<file path="src/rtl/svc_rv_ras.sv">
// svc_rv_ras: return address stack with snapshot/restore for front-end return prediction
module svc_rv_ras #(
    parameter int XLEN = 32,
    parameter int DEPTH = 8,
    localparam int PTR_W = $clog2(DEPTH),
    localparam int CNT_W = $clog2(DEPTH + 1)
) (
    input  logic             clk,
    input  logic             rst_n,
    input  logic             stall,
    input  logic             push_en,
    input  logic [XLEN-1:0]  push_addr,
    input  logic             pop_en,
    input  logic             restore_en,
    input  logic [PTR_W-1:0] restore_ptr,
    input  logic [CNT_W-1:0] restore_count,
    output logic [PTR_W-1:0] snap_ptr,
    output logic [CNT_W-1:0] snap_count,
    output logic             ras_valid_if,
    output logic [XLEN-1:0]  ras_target_if
);
    localparam logic [CNT_W-1:0] FULL = CNT_W'(DEPTH);
    logic [XLEN-1:0]  mem [DEPTH];
    logic [PTR_W-1:0] ptr;
    logic [CNT_W-1:0] count;
    logic [PTR_W-1:0] ptr_inc;
    logic             upd;
    logic             wr;
    logic [PTR_W-1:0] wr_addr;
    always_comb begin
        ptr_inc = ptr + 1'b1;
        upd     = rst_n && !restore_en && !stall;
        wr      = upd && push_en;
        // a coroutine swap overwrites the current top in place
        wr_addr = pop_en ? ptr : ptr_inc;
    end
    always_ff @(posedge clk) begin
        if (!rst_n) begin
            ptr   <= '0;
            count <= '0;
        end else if (restore_en) begin
            ptr   <= restore_ptr;
            count <= restore_count;
        end else if (upd) begin
            if (push_en && !pop_en) begin
                ptr   <= ptr_inc;
                count <= (count == FULL) ? count : count + 1'b1;
            end else if (pop_en && !push_en && count != '0) begin
                ptr   <= ptr - 1'b1;
                count <= count - 1'b1;
            end else if (push_en && pop_en && count == '0) begin
                count <= CNT_W'(1);
            end
        end
    end
    always_ff @(posedge clk) begin
        if (wr) mem[wr_addr] <= push_addr;
    end
    assign ras_valid_if  = (count != '0);
    assign ras_target_if = ras_valid_if ? mem[ptr] : '0;
    assign snap_ptr      = ptr;
    assign snap_count    = count;
endmodule

</file>
<file path="config.mk">
export PLATFORM = sky130hd
export DESIGN_NAME = svc_rv_ras
export DESIGN_NICKNAME = d
export VERILOG_FILES = /design/src/rtl/svc_rv_ras.sv
export SDC_FILE = /design/constraint.sdc
export NUM_CORES = 1
export LEC_CHECK = 0
export ABC_AREA = 1
export CORE_UTILIZATION = 35
export DETAILED_ROUTE_END_ITERATION = 8
export PLACE_DENSITY = 0.59
export SKIP_LAST_GASP = 1
export SYNTH_ARGS = -nofsm -noshare
export SYNTH_HDL_FRONTEND = slang
export SYNTH_SLANG_ARGS = --single-unit
</file>
<file path="constraint.sdc">
create_clock -name clk -period 3.18 [get_ports clk]
set_input_delay 0.477 -clock clk [delete_from_list [all_inputs] [get_ports clk]]
set_output_delay 0.477 -clock clk [all_outputs]
set_load 0.02 [all_outputs]
</file>
==> reports/qor.tcl <==
set qor(r2r_slack_ns) 0.93
set qor(io_pins) 85
set qor(critPathArrivalTime_ns) 2.59
set qor(timing.critical_path.slowest_cell_delay_ns) 0.63
set qor(first_iter_violations) 497
set qor(postSynthAreaPerCell_um2) 12.68
set qor(fp.dieArea_mm2) 0.03167
set qor(r2r_start) {snap_ptr[0]}
set qor(timing.fmax_mhz) 326.2
set qor(synth.yosys.warnings) 0
set qor(timing.critical_path.cells) {inv_1 > ha_1 > nand2_2 > buf_12 > o21ai_0 > nor2_1 > clkdlybuf4s50_1}
set qor(clock_tree.htree_level_count) 1
set qor(synth.ff_latch_count) 266
set qor(synth_nets) 905
set qor(power.combinational.fraction) 0.144
set qor(netSwitchingFraction) 0.2451
set qor(clk_pin_slew_worst_paths_ns) 0.06
set qor(period_minus_slack_ns) 3.066
set qor(slew_headroom) 0.6628
set qor(post_synth_inst_count) 855
set qor(globalRouteTotalUtil) 0.1540
set qor(worst_hold_path_type) {reg -> reg}
set qor(hold_violations) 0
set qor(endpoint) {ras_target_if[2]}
set qor(placed_cell_area_mm2) 0.01229
set qor(cellInternalPower_w) 0.006149
set qor(power.switching_w) 0.001997
set qor(die_w_um) 178.0
set qor(gpl.final_weighted_congestion) 0.7598
set qor(root_buffer) {sky130_fd_sc_hd__clkbuf_16}
set qor(nNetsFinal) 1001
set qor(pwr_density_cell_mw_per_mm2) 615.3
set qor(grt_pass1_vias) 6669
set qor(antenna_found_initial) 0
set qor(io_buffers) 84
set qor(drt_pre_antenna_iters) 4
set qor(worst_r2r_path_depth) 7
set qor(clk_latency_ns) 0.53
set qor(cts_inserted_buffers) 27
set qor(timing.critical_path.from) {snap_count[1]}
set qor(syn_std_cell_area_mm2) 0.01084
set qor(fin_skew_ns) 0.008901
set qor(cts_buffer_depth) 3
set qor(power_share_of_the_sequential_group) 0.481
set qor(final_layout_size_suffix_gt1_frac) 0.09278
set qor(path_max_fanout) 34
set qor(grt_pass1_wl_um) 37250
set qor(detail_route.vias_per_cell) 4.914
set qor(detailed_place_hpwl_um) 13750
set qor(worst_slew_pin_slew_ns) 0.5058
set qor(cts_tree) {done}
set qor(worst_path_max_delay_cell) {sky130_fd_sc_hd__clkdlybuf4s50_1}
set qor(seq_area_frac_synth) 0.7278
set qor(max-vdd-ir-drop_uv) 380.2
set qor(finalSetupTns_ns) 0
set qor(timing.setup.critical_path_class) {reg -> out}
set qor(fp.coreArea_mm2) 0.03051
set qor(power.share.clock) 0.376
set qor(leakage_nw) 4.534
set qor(core.rowCount) 64
set qor(timing.hold.worst_path_depth) 2
set qor(maximum_number_of_pins_on_one_net_before_global_route_repair) 57
set qor(setup_repair_after_global_routing_missed_its_margin) {yes}
set qor(crit-reg2reg-capture) {mem[2][14]}
set qor(grt_overflow) 0
set qor(drt_antenna_net_count) 0
set qor(flow.area_growth_from_synthesis_pct) 22.17
set qor(drv_slew) 0
set qor(yosysUniqueCellTypes) 29
set qor(cp-start-kind) {flop}
set qor(route.vias.total) 6713
set qor(floorplan.initialDensity) 0.3552
set qor(numClockSinks) 266
set qor(post-route-cell-area_mm2) 0.01324
set qor(setup_viol) 0
set qor(drt-wirelength-per-cell_um) 17.92
set qor(worstPathRequired_ns) 2.70
set qor(fillCellCount) 2780
set qor(post-route-drc-count) 0
set qor(post-route-period-util) 0.9641
set qor(drt-total-wl_um) 24480
set qor(critPathCaptureType) {output pin}
set qor(fp.dieH_um) 178.0
set qor(maxCapViolCount) 0
set qor(antenna_cell_count) 0
set qor(run_status) {completed}
[flip-flops by register name, indices dropped and copies added, names as in the netlist, named ones only]
register	flops
snap_ptr	3
snap_count	4
mem	256
[cells in the final DEF, fill, tap and decap left out, types with 2 or more instances in the layout]
| master | instances |
|---|---|
| sky130_fd_sc_hd__buf_4 | 19 |
| sky130_fd_sc_hd__nand2_2 | 4 |
| sky130_fd_sc_hd__nor2_4 | 8 |
| sky130_fd_sc_hd__bufinv_16 | 3 |
| sky130_fd_sc_hd__nand2_1 | 29 |
| sky130_fd_sc_hd__clkdlybuf4s50_1 | 72 |
| sky130_fd_sc_hd__nor2_1 | 205 |
| sky130_fd_sc_hd__inv_2 | 2 |
| sky130_fd_sc_hd__dfxtp_1 | 8 |
| sky130_fd_sc_hd__a21oi_1 | 4 |
| sky130_fd_sc_hd__o21ai_0 | 151 |
| sky130_fd_sc_hd__dlymetal6s2s_1 | 12 |
| sky130_fd_sc_hd__ha_1 | 5 |
| sky130_fd_sc_hd__edfxtp_1 | 256 |
| sky130_fd_sc_hd__clkinv_2 | 4 |
| sky130_fd_sc_hd__nand3_1 | 9 |
| sky130_fd_sc_hd__buf_12 | 10 |
| sky130_fd_sc_hd__clkinv_1 | 4 |
| sky130_fd_sc_hd__buf_16 | 2 |
| sky130_fd_sc_hd__inv_1 | 21 |
| sky130_fd_sc_hd__or2_2 | 2 |
| sky130_fd_sc_hd__dfxtp_4 | 2 |
| sky130_fd_sc_hd__o22ai_1 | 33 |
| sky130_fd_sc_hd__nand4_1 | 2 |
| sky130_fd_sc_hd__clkbuf_1 | 9 |
| sky130_fd_sc_hd__nor2_2 | 3 |
| sky130_fd_sc_hd__o21ai_1 | 21 |
| sky130_fd_sc_hd__mux2i_1 | 32 |
| sky130_fd_sc_hd__clkbuf_16 | 28 |
| sky130_fd_sc_hd__xor2_1 | 3 |
[metal layers]
metal,track usage,up-vias,share of wire
met3,0.02174,44,0.034
met4,0.05057,0,0.027
li1,-,3272,-
met2,0.2638,120,0.49
met1,0.2002,3277,0.45
met5,0,-,0
[per-stage QoR]
step	setup WS [ns]	cells	utilization	hold slack, ns	total power (W)
finish	0.1141	1366	0.4340	0.5627	0.008146
global placement	0.4967	1315	0.4029	0.5481	0.005142
global route	-0.02426	1366	0.4340	0.6128	0.008450
CTS	-0.02105	1363	0.4309	0.5590	0.008203
floorplan	0.1294	855	-	0.5759	0.004644
detailed placement	0.5106	1315	0.4029	0.5504	0.005151
[how the worst min path moves through the flow]
| stage | startpoint | to | slack [ns] |
|---|---|---|---|
| 2_1_floorplan | push_addr[0] | mem[0][0] | 0.58 |
| 3_5_place_dp | snap_count[0] | snap_count[0] | 0.55 |
| 5_1_grt | snap_count[0] | snap_count[0] | 0.61 |
| 3_3_place_gp | snap_count[0] | snap_count[0] | 0.55 |
| 6_report | snap_count[0] | snap_count[0] | 0.56 |
| 4_1_cts | snap_count[0] | snap_count[0] | 0.56 |
[repair_timing]
item / 4_1_cts / 5_1_grt
endpoints found under the setup margin: 7 / 29
hold buffers: 0 / 0
buffers inserted: 0 / 2
gates resized for setup: 2 / 13
gates cloned: 0 / 1
[Yosys cell counts (all sizes together)]
cell	instances	area (um^2)
inv	23	86.34
dfxtp	10	200.2
nor3	1	5.000
buf	26	216.5
or2	3	18.77
mux2i	32	320.3
nand3	9	45.04
xnor2	1	8.760
o22ai	33	206.5
clkbuf	24	95.09
o21ai	173	869.6
edfxtp	256	7687
xor2	3	26.28
a21oi	4	20.02
o211ai	1	7.510
ha	5	62.56
nand2	33	133.9
nand4	2	12.51
nor2	216	815.8
[cell type report]
type / count / area [um^2] / area share
clock buffer: 36 / 709.4 / 0.05358
clock inverter: 12 / 133.9 / 0.01011
inverter: 23 / 86.33 / 0.006521
multi-input combinational: 516 / 2615 / 0.1975
sequential: 266 / 7895 / 0.5963
tap: 396 / 495.5 / 0.03742
timing repair buffer: 117 / 1305 / 0.09856
[power by group through the flow]
| stage | Sequential (W) | Combinational, W | Clock (W) |
|---|---|---|---|
| after floorplan | 0.00398 | 0.000664 | 0 |
| after detailed placement | 0.00400 | 0.00115 | 0 |
| after global placement | 0.00400 | 0.00115 | 0 |
| after CTS | 0.00392 | 0.00116 | 0.00312 |
| after global routing | 0.00392 | 0.00129 | 0.00324 |
| final | 0.00391 | 0.00117 | 0.00306 |
[cell families after synthesis]
logic type | count (synthesis) | share of synthesized area
AOI/OAI and AO/OA | 211 | 0.1018
DFF | 266 | 0.7278
xor gates and xnor gates | 4 | 0.003233
and+or+nand+nor | 264 | 0.09513
buffers and inverters | 73 | 0.03671
muxes | 32 | 0.02955
adders and majority gates | 5 | 0.005772
[worst max-delay path: cells and delay by family (launching register included)]
family	cells	cell delay, ns
AOI/OAI and AO/OA	1	0.12
adders and majority gates	1	0.24
DFF	1	0.43
buffers and inverters	3	0.97
and+or+nand+nor	2	0.29
Note: power is estimated with default switching activity, not from simulation.
